[src/rtl/pipeline_ctrl_pkg.sv]
`default_nettype none
// ============================================================================
// Module  : pipeline_ctrl_pkg
// Brief   : Shared types for the LC-3b pipeline stall/flush sequencer.
// Revision: 1.0 - initial release
// ============================================================================
package pipeline_ctrl_pkg;

    // RUN: normal operation. IND2: second (pointer-dereference) access of LDI/STI.
    typedef enum logic [0:0] {
        RUN  = 1'b0,
        IND2 = 1'b1
    } pipe_ctrl_state_t;

    localparam int c_REG_NUM_W = 3;

endpackage
`default_nettype wire

[src/rtl/pipeline_ctrl_hazard_detect.sv]
`default_nettype none
// ============================================================================
// Module  : pipeline_ctrl_hazard_detect
// Brief   : Load-use register-number compare between id_ex and decode.
// Revision: 1.0 - initial release
// ============================================================================
module pipeline_ctrl_hazard_detect
    import pipeline_ctrl_pkg::*;
(
    input  logic                   id_ex_valid,
    input  logic                   id_ex_is_load,
    input  logic [c_REG_NUM_W-1:0] id_ex_dest,
    input  logic [c_REG_NUM_W-1:0] id_sr1_num,
    input  logic [c_REG_NUM_W-1:0] id_sr2_num,
    input  logic                   id_uses_sr1,
    input  logic                   id_uses_sr2,
    output logic                   hazard
);

    logic w_sr1_hit;
    logic w_sr2_hit;

    // A decode source that reads the register a pending load will write must wait one cycle.
    always_comb begin
        w_sr1_hit = id_uses_sr1 && (id_sr1_num == id_ex_dest);
        w_sr2_hit = id_uses_sr2 && (id_sr2_num == id_ex_dest);
        hazard    = id_ex_valid && id_ex_is_load && (w_sr1_hit || w_sr2_hit);
    end

endmodule
`default_nettype wire

[src/rtl/pipeline_ctrl.sv]
`default_nettype none
// ============================================================================
// Module  : pipeline_ctrl
// Brief   : Stall/flush sequencer for the 5-stage LC-3b pipeline, with
//           LDI/STI two-access sequencing and a saturating stall counter.
// Revision: 1.0 - initial release
// ============================================================================
module pipeline_ctrl
    import pipeline_ctrl_pkg::*;
#(
    parameter int CNT_WIDTH = 16
) (
    input  logic                 clk,
    input  logic                 reset,
    input  logic                 imem_req,
    input  logic                 imem_resp,
    input  logic                 dmem_req,
    input  logic                 dmem_resp,
    input  logic                 mem_indirect,
    input  logic                 redirect,
    input  logic                 id_ex_valid,
    input  logic                 id_ex_is_load,
    input  logic [2:0]           id_ex_dest,
    input  logic [2:0]           id_sr1_num,
    input  logic [2:0]           id_sr2_num,
    input  logic                 id_uses_sr1,
    input  logic                 id_uses_sr2,
    output logic                 load_pc,
    output logic                 load_if_id,
    output logic                 load_id_ex,
    output logic                 load_ex_mem,
    output logic                 load_mem_wb,
    output logic                 flush_if_id,
    output logic                 flush_id_ex,
    output logic                 flush_ex_mem,
    output logic                 mem_ind_phase,
    output logic [CNT_WIDTH-1:0] stall_count
);

    localparam logic [CNT_WIDTH-1:0] c_CNT_ONE = {{(CNT_WIDTH-1){1'b0}}, 1'b1};
    localparam logic [CNT_WIDTH-1:0] c_CNT_MAX = {CNT_WIDTH{1'b1}};

    pipe_ctrl_state_t       state_q, state_d;
    logic                   ind_done_q, ind_done_d;
    logic [CNT_WIDTH-1:0]   stall_count_q, stall_count_d;

    logic w_hazard;
    logic w_imem_stall;
    logic w_dmem_stall;
    logic w_g_stall;
    logic w_ind_resp;

    pipeline_ctrl_hazard_detect u_hazard_detect (
        .id_ex_valid   (id_ex_valid),
        .id_ex_is_load (id_ex_is_load),
        .id_ex_dest    (id_ex_dest),
        .id_sr1_num    (id_sr1_num),
        .id_sr2_num    (id_sr2_num),
        .id_uses_sr1   (id_uses_sr1),
        .id_uses_sr2   (id_uses_sr2),
        .hazard        (w_hazard)
    );

    // Stall detection, prioritised enables/flushes, and next-state/counter logic.
    always_comb begin
        // Second access counts as complete once its response has been seen,
        // even if the fetch side is still stalled and holds us in IND2.
        w_ind_resp   = dmem_resp || ind_done_q;
        w_imem_stall = imem_req && !imem_resp;
        if (state_q == IND2) begin
            w_dmem_stall = !w_ind_resp;
        end else begin
            w_dmem_stall = dmem_req && (!dmem_resp || mem_indirect);
        end
        w_g_stall = w_imem_stall || w_dmem_stall;

        load_pc       = 1'b1;
        load_if_id    = 1'b1;
        load_id_ex    = 1'b1;
        load_ex_mem   = 1'b1;
        load_mem_wb   = 1'b1;
        flush_if_id   = 1'b0;
        flush_id_ex   = 1'b0;
        flush_ex_mem  = 1'b0;
        mem_ind_phase = (state_q == IND2);
        state_d       = state_q;
        ind_done_d    = ind_done_q;
        stall_count_d = stall_count_q;

        if (reset) begin
            flush_if_id   = 1'b1;
            flush_id_ex   = 1'b1;
            flush_ex_mem  = 1'b1;
            mem_ind_phase = 1'b0;
            state_d       = RUN;
            ind_done_d    = 1'b0;
            stall_count_d = '0;
        end else begin
            if (w_g_stall) begin
                load_pc     = 1'b0;
                load_if_id  = 1'b0;
                load_id_ex  = 1'b0;
                load_ex_mem = 1'b0;
                load_mem_wb = 1'b0;
            end else if (redirect) begin
                flush_if_id  = 1'b1;
                flush_id_ex  = 1'b1;
                flush_ex_mem = 1'b1;
            end else if (w_hazard) begin
                load_pc     = 1'b0;
                load_if_id  = 1'b0;
                flush_id_ex = 1'b1;
            end

            if ((w_g_stall || (!redirect && w_hazard)) && (stall_count_q != c_CNT_MAX)) begin
                stall_count_d = stall_count_q + c_CNT_ONE;
            end

            if (state_q == RUN) begin
                if (dmem_req && mem_indirect && dmem_resp) begin
                    state_d    = IND2;
                    ind_done_d = 1'b0;
                end
            end else if (w_ind_resp) begin
                if (w_imem_stall) begin
                    ind_done_d = 1'b1;
                end else begin
                    state_d    = RUN;
                    ind_done_d = 1'b0;
                end
            end
        end
    end

    // State, indirect-done flag and stall counter registers.
    always_ff @(posedge clk) begin
        state_q       <= state_d;
        ind_done_q    <= ind_done_d;
        stall_count_q <= stall_count_d;
    end

    assign stall_count = stall_count_q;

endmodule
`default_nettype wire

[config.mk]
export PLATFORM = sky130hd
export DESIGN_NAME = pipeline_ctrl
export DESIGN_NICKNAME = d
export VERILOG_FILES = /design/src/rtl/pipeline_ctrl_pkg.sv /design/src/rtl/pipeline_ctrl_hazard_detect.sv /design/src/rtl/pipeline_ctrl.sv
export SDC_FILE = /design/constraint.sdc
export NUM_CORES = 1
export LEC_CHECK = 0
export BUFFER_PORTS_ARGS = -buffer_cell sky130_fd_sc_hd__buf_2
export CAP_MARGIN = 20
export CORE_ASPECT_RATIO = 1.25
export CORE_MARGIN = 4
export CORE_UTILIZATION = 30
export DETAILED_ROUTE_END_ITERATION = 10
export GPL_TIMING_DRIVEN = 0
export RECOVER_POWER = 100
export REMOVE_ABC_BUFFERS = 1
export SYNTH_ARGS = -nofsm -noshare
export SYNTH_HDL_FRONTEND = slang
export SYNTH_HIERARCHICAL = 1
export SYNTH_SLANG_ARGS = --single-unit
[constraint.sdc]
create_clock -name clk -period 3.5 [get_ports clk]
set_input_delay 1.05 -clock clk [delete_from_list [all_inputs] [get_ports clk]]
set_output_delay 1.05 -clock clk [all_outputs]
set_load 0.005 [all_outputs]
== Word-level counts from Yosys, hierarchy flattened ==
Index checks and enable logic that the tools add are counted.

* RAM bits: 0
* Register bits: 18
* Word-level logic and storage cells: 51
* Memory bits (read-only): 0
* Bits of input ports: 21
* Latch bits: 0
* Memories: 0
* Output and inout bits: 25

* Multiply operators: 0
* $lt $le $gt $ge: 0
* Equality and inequality tests: 4
* Reductions and logical operators: 21
* Shift-type cells: 0
* Div/mod/pow operators: 0
* Add/sub/neg operators: 1
* Bitwise logic cells: 0
* Muxes and demuxes: 22

{| class="wikitable"
|+ Operators by type and width
! cell !! number
|-
| two-way mux 1 bit || 22
|-
| adder 16 x 1 -> 16 bit, second input constant || 1
|-
| != test 16 bit, second input constant || 1
|-
| logical AND 1 bit || 10
|-
| == test 3 bit || 2
|-
| logical OR 1 bit || 5
|-
| logical NOT 1 bit || 4
|-
| != test 2 x 1 -> 1 bit, second input constant || 1
|-
| AND reduction 2 bit || 1
|-
| nonzero test 2 bit || 1
|}

== Longest topological paths before layout ==
Gate-level depths: netlist (run 1).

* Depth after elaboration: 8
* Mapped depth: 10
* Mapped depth without buffers: 8

== By module ==
The synthesis (run 1) kept the hierarchy.

{| class="wikitable"
|+ Modules (own cells, without submodules)
! module !! instances !! area each (um^2) !! seq. area each (um^2) !! cells an instance
|-
| pipeline_ctrl || 1 || 1,089.8 || 360.3 || 130
|-
| pipeline_ctrl_hazard_detect || 1 || 73.8 || 0.0 || 10
|}

== Least setup slack after synthesis (run 1) ==
Ideal clock, no wire load.

* Path kind: input to output
* Start point: input id_sr1_num[2]
* End point: output load_pc
* Cell stages on the path: 10
* Required time: 2.450 ns
* Data arrival time: 2.462 ns
* Setup slack: -0.012 ns
* Path buffers: 3
* Cells stage by stage: xnor2_1 -> nand4_1 -> a21oi_1 -> and2b_1 -> nor3_2 -> and2_4 -> buf_6 -> buf_2 -> or2_2 -> buf_4

* Longest elaborated chain between the ends: 8

{| class="wikitable"
|+ Ends and longest elaborated chain
! element !! RTL line !! source
|-
| start: declaration || pipeline_ctrl.sv:24 || <nowiki>input logic [2:0] id_sr1_num,</nowiki>
|-
| == test 3 bit || pipeline_ctrl_hazard_detect.sv:25 || <nowiki>w_sr1_hit = id_uses_sr1 && (id_sr1_num == id_ex_dest);</nowiki>
|-
| logical AND 1 bit || pipeline_ctrl_hazard_detect.sv:25 ||
|-
| logical OR 1 bit || pipeline_ctrl_hazard_detect.sv:27 || <nowiki>hazard = id_ex_valid && id_ex_is_load && (w_sr1_hit || w_sr2_hit);</nowiki>
|-
| logical AND 1 bit || pipeline_ctrl_hazard_detect.sv:27 ||
|-
| named net w_hazard || pipeline_ctrl.sv:47 || <nowiki>logic w_hazard;</nowiki>
|-
| two-way mux 1 bit (4 in a row) || n/a ||
|-
| end: declaration || pipeline_ctrl.sv:28 || <nowiki>output logic load_pc,</nowiki>
|}

The timed path passes the listed nets, and every way through them passes these cells.

== Worst setup path after layout (run 1) ==
* Start point: input id_ex_dest[1]
* End point: output load_pc

* Longest elaborated chain between the ends: 8
* Elaborated cells between the ends (all ways): 10
* Those cells by class: 2 x eq/ne; 4 x mux; 4 x reduce/logical

{| class="wikitable"
|+ Ends and longest elaborated chain
! element !! RTL line !! source
|-
| start: declaration || pipeline_ctrl.sv:23 || <nowiki>input logic [2:0] id_ex_dest,</nowiki>
|-
| == test 3 bit (on tied branches) || pipeline_ctrl_hazard_detect.sv:25, pipeline_ctrl_hazard_detect.sv:26 ||
|-
| logical AND 1 bit (on tied branches) || pipeline_ctrl_hazard_detect.sv:25, pipeline_ctrl_hazard_detect.sv:26 ||
|-
| logical OR 1 bit * || pipeline_ctrl_hazard_detect.sv:27 ||
|-
| logical AND 1 bit * || pipeline_ctrl_hazard_detect.sv:27 ||
|-
| named net w_hazard || pipeline_ctrl.sv:47 ||
|-
| two-way mux 1 bit * || pipeline_ctrl.sv:109 || <nowiki>end else if (w_hazard) begin</nowiki>
|-
| two-way mux 1 bit * || pipeline_ctrl.sv:105 || <nowiki>end else if (redirect) begin</nowiki>
|-
| two-way mux 1 bit * || pipeline_ctrl.sv:99 || <nowiki>if (w_g_stall) begin</nowiki>
|-
| two-way mux 1 bit * || pipeline_ctrl.sv:90 || <nowiki>if (reset) begin</nowiki>
|}

The timed path passes the listed nets; every way through them passes the cells marked *.

==> results of run 1 <==
power groups by stage:
stage | Combinational, uW | Sequential [uW] | Clock (uW)
2_1_floorplan | 36.1 | 217 | 0
3_3_place_gp | 68.0 | 218 | 0
3_5_place_dp | 68.7 | 218 | 0
4_1_cts | 72.0 | 213 | 179
5_1_grt | 86.0 | 214 | 185
6_report | 76.6 | 213 | 175
layout by cell type, fill, tap and decap left out, drive strengths merged, types with 4 or more instances in the layout:
| master | netlist | layout |
|---|---|---|
| a21oi | 16 | 16 |
| buf | 8 | 37 |
| clkbuf | 3 | 16 |
| dfxtp | 18 | 18 |
| nand2 | 6 | 6 |
| nand3 | 6 | 6 |
| nand4 | 6 | 6 |
| nor2 | 7 | 7 |
| nor2b | 4 | 4 |
| o31ai | 9 | 9 |
| or4 | 9 | 9 |
| xnor2 | 6 | 6 |
area by class of cell:
class / count / area, sq um / share of cell area [%]
Multi-Input combinational cell: 110 / 752 / 51.7
Sequential cell: 18 / 360 / 24.8
Timing Repair Buffer: 49 / 230 / 15.8
Clock buffer: 4 / 55.1 / 3.78
Tap cell: 40 / 50.0 / 3.44
Inverter: 2 / 7.51 / 0.516
what timing repair did:
action | 4_1_cts | 5_1_grt
gates cloned | 1 | 0
setup buffers | 0 | 4
endpoints found under the setup margin | 2 | 2
gates resized for setup | 0 | 5
pin swaps | 1 | 7
metal layers:
layer	vias to the layer above	share of wire (%)
li1	613	-
met5	-	0
met4	0	1.7
met3	5	5.4
met1	535	46
met2	42	47
worst register-to-register path, delay by kind of cell (launching register included):
family / cells / cell delay (ps)
mux: 1 / 330
fa+ha+maj: 1 / 230
simple gates: 4 / 1180
flops: 1 / 420
sequential cells by signal, indices dropped and copies added (netlist names):
signal,count
state_q,1
ind_done_q,1
stall_count,16
worst min path at each step:
stage / end / slack [ps] / cells past startpoint
detailed placement: stall_count[4] / 500 / 2
global placement: stall_count[7] / 480 / 2
floorplan: stall_count[7] / 470 / 2
finish: stall_count[4] / 510 / 2
global route: stall_count[4] / 550 / 2
CTS: stall_count[4] / 510 / 2
cells by family after synthesis:
family | Yosys count | synth area share, %
simple gates | 62 | 33.4
compound gates | 38 | 20.9
flops | 18 | 31.0
buf+inv | 13 | 7.20
xor+xnor | 6 | 4.52
mux | 2 | 1.94
fa+ha+maj | 1 | 1.08
stage by stage:
stage          instance area [sq um]  cells  hold WS, ps  setup WS (ps)
5_1_grt                         1460    223          554           24.9
3_5_place_dp                    1360    214          501          -29.3
4_1_cts                         1430    219          512           24.8
2_1_floorplan                   1090    129          470            321
6_report                        1460    223          508            120
3_3_place_gp                    1360    214          481          -23.6
==> run_results.csv, run 1 <==
group,metric,value,unit
worst_setup_path,r2r_slack,1240,ps
worst_setup_path,critPathKind,"in2out",
global_routing,grt_overflow_total,0,
worst_setup_path,critPathMaxFanout,5,
cts,clk_pin_slew,70,ps
cts,clock-sinks,18,
hold_path,hold_start,"stall_count[4]",
job,drv_cap,0,
detailed_routing,routed_wl,2920,um
final_layout,finalNetCount,206,
timing,setup_viol,0,
yosys,yosysTopAreaCell,"dfxtp_1",
detailed_routing,drt-pass1-iter-count,4,
power_and_ir_drop,power,465,uW
timing,worst_pin_slew,1030,ps
yosys,yosysWarnings,6,
floorplan,start_util,31.0,%
yosys,synth_edf_count,0,
global_routing,grt-busiest-layer,"met2",
global_routing,grt_max_degree,26,
power_and_ir_drop,p_leak,0.000582,uW
power_and_ir_drop,pwr-share-seq,45.9,%
worst_setup_path,path_buf_inv,2,
detailed_routing,drc_errors,0,
global_routing,grt_pass1_vias,1132,
timing,period_share,96.6,%
power_and_ir_drop,clockPowerShare,37.6,%
cts,clkLatencyLatePin,260,ps
worst_setup_path,crit_path_end_kind,"primary output",
cts,cts_tree,"yes",
power_and_ir_drop,pwr_density_cell,319,nW/um^2
run_status,status,"finished, final reports clean",
yosys,yosysSeqAreaShare,31.0,%
yosys,synth_top_area_share,31.0,%
floorplan,std_cell_rows,25,
global_routing,met3_usage,2.03,%
worst_setup_path,arrival,2330,ps
hold_path,hp-class,"reg2reg",
final_layout,fillCellCount,428,
detailed_routing,drt_iter0_drc,63,
floorplan,coreArea,3750,sq um
yosys,syn_inst,140,
power_and_ir_drop,swShare,25.5,%
timing,fin_skew,7.35,ps
cts,hold_buffers,0,
floorplan,die_h,77.6,um
timing,hold_viol_final,0,
timing,fin_setup_tns,0,ps
worst_setup_path,worst-endpoint-required,2450,ps
placement,port_buffers,45,
timing,relSlewSlack,31.6,%
yosys,synth_most_common_cell,"dfxtp_1",
final_layout,final_layout_size_suffix_gt1_share,27.9,%
cts,cts_buffers,3,
placement,hpwl,2070,um
yosys,synth.distinct_cells,41,
final_layout,syn_to_final_growth,25.1,%
floorplan,fp.dieW,63.7,um
global_routing,grt_use_met2,20.2,%
worst_setup_path,worst_r2r_endpoint,"stall_count[5]",
global_routing,grtUsageTotal,11.9,%
global_routing,grt_pass1_wl,4840,um
yosys,async_flop_share,0,%
worst_setup_path,crit_family,"simple AND/OR/NAND/NOR gates",
worst_setup_path,path_common_cell,"buf_2",
power_and_ir_drop,switchingPower,119,uW
yosys,ys.flop_type,"dfxtp_1",
detailed_routing,viasPerCell,5.36,
detailed_routing,vias,1195,
timing,min_period,3380,ps
cts,cts_root_buf,"clkbuf_8",
timing,rsz0062_at_grt,"no",
cts,cts.path.max_buffers,2,
placement,gp_congestion,0.770,
global_routing,antenna_found_initial,0,
worst_setup_path,critical_path.startpoint,"id_ex_dest[1]",
final_layout,antenna_cells,0,
detailed_routing,wire_per_inst,13.1,um
floorplan,die-area,4950,sq um
worst_setup_path,slowest_delay,220,ps
worst_setup_path,cp-endpoint,"load_pc",
final_layout,post-route-util,38.8,%
global_routing,use_met1,14.8,%
power_and_ir_drop,internal_power,346,uW
worst_setup_path,rr_startpoint,"stall_count[0]",
worst_setup_path,start_kind,"primary input",
yosys,syn_area_per_cell,8.31,sq um
yosys,ys_top_cells_by_area,"dfxtp_1, a21oi_1, o31ai_1",
worst_setup_path,slowest_stage,"or2_4",
cts,h-tree-depth,1,
timing,max_freq,296,MHz
power_and_ir_drop,pwr-share-comb,16.5,%
yosys,ys_seq_elements,18,
detailed_routing,final_antenna_net_count,0,
yosys,synthTopCellsByCount,"dfxtp_1, a21oi_1, o31ai_1, or4_1, nor2_1",
worst_setup_path,cp_num_cells,9,
power_and_ir_drop,ir_worst_vdd,0.108,mV
worst_setup_path,path_cells,"buf_2 -> xnor2_1 -> nand4_1 -> a21oi_2 -> and2b_1 -> nor3_4 -> and2_4 -> or2_4 -> buf_2",
timing,slew_viol_final,0,
yosys,syn_area,1160,sq um
floorplan,ios,46,
worst_setup_path,rr_worst_depth,6,
(Power assumes the default switching activity.)
==> run 2: changes to the inputs <==
--- a/config.mk
+++ b/config.mk
@@ -13,7 +13,6 @@
 export DETAILED_ROUTE_END_ITERATION = 10
 export GPL_TIMING_DRIVEN = 0
 export RECOVER_POWER = 100
-export REMOVE_ABC_BUFFERS = 1
 export SYNTH_ARGS = -nofsm -noshare
 export SYNTH_HDL_FRONTEND = slang
 export SYNTH_HIERARCHICAL = 1
==> run_results.csv, run 2 (synthesis gave the netlist of run 1 again) <==
group,metric,value,unit
run_status,status,"finished, final reports clean",
timing,rsz0062_at_grt,"yes",
floorplan,coreArea,3750,sq um
placement,gp_congestion,0.775,
worst_setup_path,critical_path.startpoint,"id_sr2_num[0]",
timing,worst_pin_slew,487,ps
placement,dp.cells,225,
global_routing,grt_pass1_wl,5390,um
timing,max_freq,287,MHz
floorplan,start_util,31.0,%
timing,relSlewSlack,67.6,%
global_routing,grt_max_degree,11,
final_layout,final_layout_size_suffix_gt1_share,33.7,%
floorplan,std_cell_rows,25,
yosys,synth.net_count,162,
power_and_ir_drop,p_leak,0.000642,uW
placement,port_buffers,45,
detailed_routing,viasPerCell,5.41,
detailed_routing,routed_wl,3180,um
worst_setup_path,worst-endpoint-required,2450,ps
final_layout,fillCellCount,408,
worst_setup_path,arrival,2430,ps
worst_setup_path,critPathKind,"in2out",
detailed_routing,wire_per_inst,13.7,um
worst_setup_path,rr_startpoint,"stall_count[0]",
final_layout,antenna_cells,0,
worst_setup_path,critPathMaxFanout,4,
cts,cts_root_buf,"clkbuf_8",
hold_path,hold_start,"stall_count[7]",
cts,cts_tree,"yes",
global_routing,grt_pass1_vias,1191,
cts,cts_buffers,3,
timing,hold_viol_final,0,
final_layout,layout_commonest_cell,"buf_2",
timing,min_period,3480,ps
hold_path,hp-class,"reg2reg",
final_layout,multi_input_area,754,sq um
power_and_ir_drop,ir_worst_vdd,0.125,mV
timing,slew_viol_final,0,
power_and_ir_drop,power,485,uW
cts,clk_pin_slew,80,ps
floorplan,die_h,77.6,um
placement,hpwl,2360,um
timing,setup_viol,0,
timing,fin_skew,7.83,ps
cts,clock-sinks,18,
final_layout,syn_to_final_growth,34.7,%
floorplan,ios,46,
job,drv_cap,0,
cts,hold_buffers,0,
final_layout,finalNetCount,216,
timing,fin_setup_tns,0,ps
final_layout,register_area,360,sq um
final_layout,final_cells,233,
floorplan,fp.dieW,63.7,um
global_routing,grt_overflow_total,0,
cts,cts.path.max_buffers,2,
detailed_routing,drt_iter0_drc,59,
worst_setup_path,start_kind,"primary input",
worst_setup_path,crit_path_end_kind,"primary output",
cts,clkLatencyLatePin,260,ps
detailed_routing,final_antenna_net_count,0,
cts,h-tree-depth,1,
global_routing,antenna_found_initial,0,
detailed_routing,vias,1261,
timing,period_share,99.6,%
final_layout,largest_register_ffs,16,
detailed_routing,drt-pass1-iter-count,4,
final_layout,final_cell_mix,"buf_2, dfxtp_1, a21oi_1",
floorplan,die-area,4950,sq um
detailed_routing,drc_errors,0,
power_and_ir_drop,pwr_density_cell,310,nW/um^2
global_routing,grtUsageTotal,13.1,%
run 2: cell count changes in the layout (fill, tap and decap cells not counted), moves of 2 or more:
cell      delta
buf_2        -2
buf_4        +9
buf_6        +4
clkbuf_1     -3
run 2: area by class of cell:
type | count | share of cell area [%]
Buffer | 9 | 4.07
Sequential cell | 18 | 23.0
Multi-Input combinational cell | 110 | 48.1
Clock buffer | 4 | 3.51
Timing Repair Buffer | 50 | 17.6
Tap cell | 40 | 3.19
Inverter | 2 | 0.479
run 2: worst paths after layout:
kind	endpoint	cells after the start	slack, ps
hold reg to reg	stall_count[7]	2	500
setup / recovery	load_pc	10	20
hold / removal	stall_count[7]	2	500
setup reg to reg	stall_count[5]	7	1360
run 2: timing repair:
| item | in CTS | in global routing |
|---|---|---|
| gates resized for setup | 3 | 7 |
| setup endpoints to repair | 2 | 1 |
| buffers inserted | 0 | 5 |
| pin swaps | 6 | 8 |
| hold endpoints to repair | 0 | 0 |
| cloned | 1 | 0 |
run 2: through the flow:
step	worst slack (ps)	cell area, sq um	hold WS [ps]	util [%]
floorplan	58.9	1170	476	-
global placement	-310	1440	495	38.5
detailed placement	-320	1440	488	38.5
CTS	1.32	1510	498	40.1
global route	-99.2	1570	534	41.8
finish	15.0	1570	499	41.8
run 2: critical path: stages:
cell and delay, ps:
buf_2 100, xnor2_1 140, nand4_1 130, a21oi_2 160
and2b_1 170, nor3_4 50, and2_4 170, or2_4 250
buf_6 110, buf_6 100
run 2: metal layers:
layer / global-route usage [%] / share of wire, %
met5: 0 / 0
met4: 3.24 / 0.97
met3: 3.18 / 6.8
met2: 22.3 / 50
met1: 16.5 / 42
run 2: report_power, final:
group / leakage (uW) / internal [uW] / switching [uW] / total, uW
registers: 0.000145 / 208 / 5.00 / 213
clock network: 0.0000288 / 100 / 74.4 / 174
logic: 0.000467 / 54.2 / 43.2 / 97.4
total: 0.000642 / 363 / 123 / 485
==> run 3: changes to the inputs <==
--- a/config.mk
+++ b/config.mk
@@ -5,6 +5,7 @@
 export SDC_FILE = /design/constraint.sdc
 export NUM_CORES = 1
 export LEC_CHECK = 0
+export ABC_AREA = 1
 export BUFFER_PORTS_ARGS = -buffer_cell sky130_fd_sc_hd__buf_2
 export CAP_MARGIN = 20
 export CORE_ASPECT_RATIO = 1.25
==> constraint.sdc (replaced) <==
create_clock -name clk -period 4 [get_ports clk]
set_input_delay 1.2 -clock clk [delete_from_list [all_inputs] [get_ports clk]]
set_output_delay 1.2 -clock clk [all_outputs]
set_load 0.005 [all_outputs]
==> run_results.csv, run 3 <==
group,metric,value,unit
run_status,status,"finished, final reports clean",
yosys,synth.distinct_cells,24,
job,drv_cap,0,
floorplan,die_h,83.3,um
final_layout,antenna_cells,0,
yosys,synth-compound-area-share,11.4,%
global_routing,grt_max_degree,11,
final_layout,final_layout_size_suffix_gt1_share,20.1,%
yosys,async_flop_share,0,%
timing,relSlewSlack,56.0,%
final_layout,final_cell_area,1670,sq um
final_layout,fillCellCount,529,
hold_path,hp-class,"reg2reg",
global_routing,grtUsageTotal,12.8,%
detailed_routing,drc_errors,0,
detailed_routing,final_antenna_net_count,0,
cts,clk_pin_slew,80,ps
worst_setup_path,crit_family,"buffers and inverters",
worst_setup_path,path_common_cell,"nand2_1",
worst_setup_path,slowest_delay,260,ps
final_layout,final_cell_mix,"nand2_1, buf_2, inv_1, nor2_1, dfxtp_1",
placement,port_buffers,45,
worst_setup_path,path_buf_inv,5,
global_routing,grt_pass1_vias,1339,
floorplan,fp.dieW,68.2,um
worst_setup_path,worst-endpoint-required,2800,ps
yosys,synth_most_common_cell,"nand2_1",
placement,gp_congestion,0.873,
yosys,syn_inst,230,
cts,hold_buffers,0,
yosys,synthTopCellsByCount,"nand2_1, inv_1, nor2_1",
cts,h-tree-depth,1,
yosys,yosys.area_share.simple,45.8,%
yosys,syn_area,1360,sq um
detailed_routing,wire_per_inst,10.5,um
floorplan,std_cell_rows,27,
cts,clock-sinks,18,
detailed_routing,vias,1492,
floorplan,coreArea,4390,sq um
timing,setup_viol,0,
cts,cts_root_buf,"clkbuf_8",
detailed_routing,routed_wl,3540,um
final_layout,finalNetCount,302,
detailed_routing,drt_iter0_drc,86,
floorplan,start_util,31.0,%
power_and_ir_drop,ir_worst_vdd,0.124,mV
worst_setup_path,path_cells,"clkbuf_1 -> nand2_1 -> inv_1 -> nor2_1 -> nor2_1 -> nand2_1 -> a21oi_1 -> nand2_1 -> nand4_1 -> buf_2 -> nand2_1 -> buf_4 -> buf_2",
cts,cts_buffers,3,
yosys,synthMuxAreaShare,0,%
yosys,synth_xor_area_share,2.58,%
power_and_ir_drop,pwr_density_cell,249,nW/um^2
yosys,yosysTopAreaCell,"dfxtp_1",
yosys,ys.flop_type,"dfxtp_1",
timing,max_freq,264,MHz
final_layout,layout_commonest_cell,"nand2_1",
cts,clkLatencyLatePin,260,ps
global_routing,grt_pass1_wl,5800,um
timing,rsz0062_at_grt,"no",
yosys,synth_top_area_share,26.5,%
global_routing,grt_overflow_total,0,
worst_setup_path,arrival,2580,ps
timing,period_share,94.6,%
worst_setup_path,slowest_stage,"buf_2",
worst_setup_path,start_kind,"primary input",
floorplan,ios,46,
final_layout,syn_to_final_growth,22.8,%
worst_setup_path,critPathKind,"in2out",
final_layout,largest_register_ffs,16,
detailed_routing,viasPerCell,4.43,
cts,cts_resized,0,
timing,fin_setup_tns,0,ps
yosys,synth_top_family_by_area,"simple AND/OR/NAND/NOR gates",
yosys,ys_top_cells_by_area,"dfxtp_1, nand2_1, inv_1",
yosys,ys_seq_elements,18,
worst_setup_path,crit_path_end_kind,"primary output",
yosys,synth.net_count,252,
timing,worst_pin_slew,660,ps
yosys,syn_area_per_cell,5.91,sq um
yosys,yosysWarnings,6,
cts,cts_tree,"yes",
yosys,yosysSeqAreaShare,26.5,%
detailed_routing,drt-pass1-iter-count,4,
placement,hpwl,2780,um
worst_setup_path,critPathMaxFanout,10,
placement,placedInstanceArea,1660,sq um
cts,cts.path.max_buffers,2,
timing,slew_viol_final,0,
cts,post_cts_buffers,0,
floorplan,die-area,5680,sq um
yosys,synth_fa_ha_area_share,0.920,%
timing,fin_skew,4.57,ps
power_and_ir_drop,p_leak,0.000774,uW
timing,min_period,3780,ps
global_routing,antenna_found_initial,0,
yosys,synth_edf_count,0,
timing,hold_viol_final,0,
## run 3: changes by cell type in the layout (fill, tap and decap cells not counted), moves of 4 or more
cell / before / now
buf_4: 9 / 2
or4_1: 9 / 0
a21oi_2: 1 / 7
nor2_1: 7 / 31
nand2_1: 6 / 81
nor2b_1: 4 / 0
clkbuf_1: 9 / 15
inv_1: 2 / 31
o21ai_0: 3 / 8
a21oi_1: 15 / 8
o31ai_1: 9 / 0
buf_6: 4 / 0
nand3_1: 6 / 16
## run 3: tightest hold or removal path: stages, from the launching register on
cell and delay, ps:
dfxtp_1 350, nand2_1 90, a21oi_2 50
## run 3: kinds of logic after synthesis
logic type,Yosys count
simple gates,144
buf+inv,39
compound gates,24
flops,18
xor+xnor,4
fa+ha+maj,1
## run 3: layout make-up
class | instances | area, sq um | share of cell area, %
multi-input combinational | 173 | 811 | 48.5
sequential | 18 | 360 | 21.6
timing repair buffer | 45 | 209 | 12.5
inverter | 32 | 120 | 7.19
tap | 58 | 72.6 | 4.34
clock buffer | 4 | 55.1 | 3.30
buffer | 7 | 42.5 | 2.55
## run 3: metrics by stage
stage	utilization (%)	setup slack, ps	total power, uW	hold slack (ps)	instances
after floorplan	-	570	238	500	230
after global placement	37.7	199	270	523	333
after detailed placement	37.7	174	271	526	333
after CTS	39.0	176	428	540	337
after global routing	38.0	14.0	440	556	337
final	38.0	217	417	538	337
## run 3: metal layers
metal	part of all wire [%]	track usage [%]
met1	46	15.1
met2	47	22.2
met3	5.7	2.17
met4	1.6	4.88
met5	0	0
## run 3: worst paths after layout
| check | startpoint | endpoint | slack, ps | depth (start not counted) |
|---|---|---|---|---|
| setup / recovery | id_ex_dest[2] | load_pc | 220 | 13 |
| hold / removal | stall_count[14] | stall_count[14] | 540 | 2 |
| setup reg to reg | stall_count[0] | stall_count[10] | 1870 | 8 |
| hold reg to reg | stall_count[14] | stall_count[14] | 540 | 2 |
## run 3: power breakdown
group | internal (uW) | total [uW] | switching (uW) | leakage (uW)
logic | 29.1 | 71.0 | 41.9 | 0.000600
clock network | 87.6 | 157 | 68.9 | 0.0000288
registers | 183 | 189 | 5.55 | 0.000146
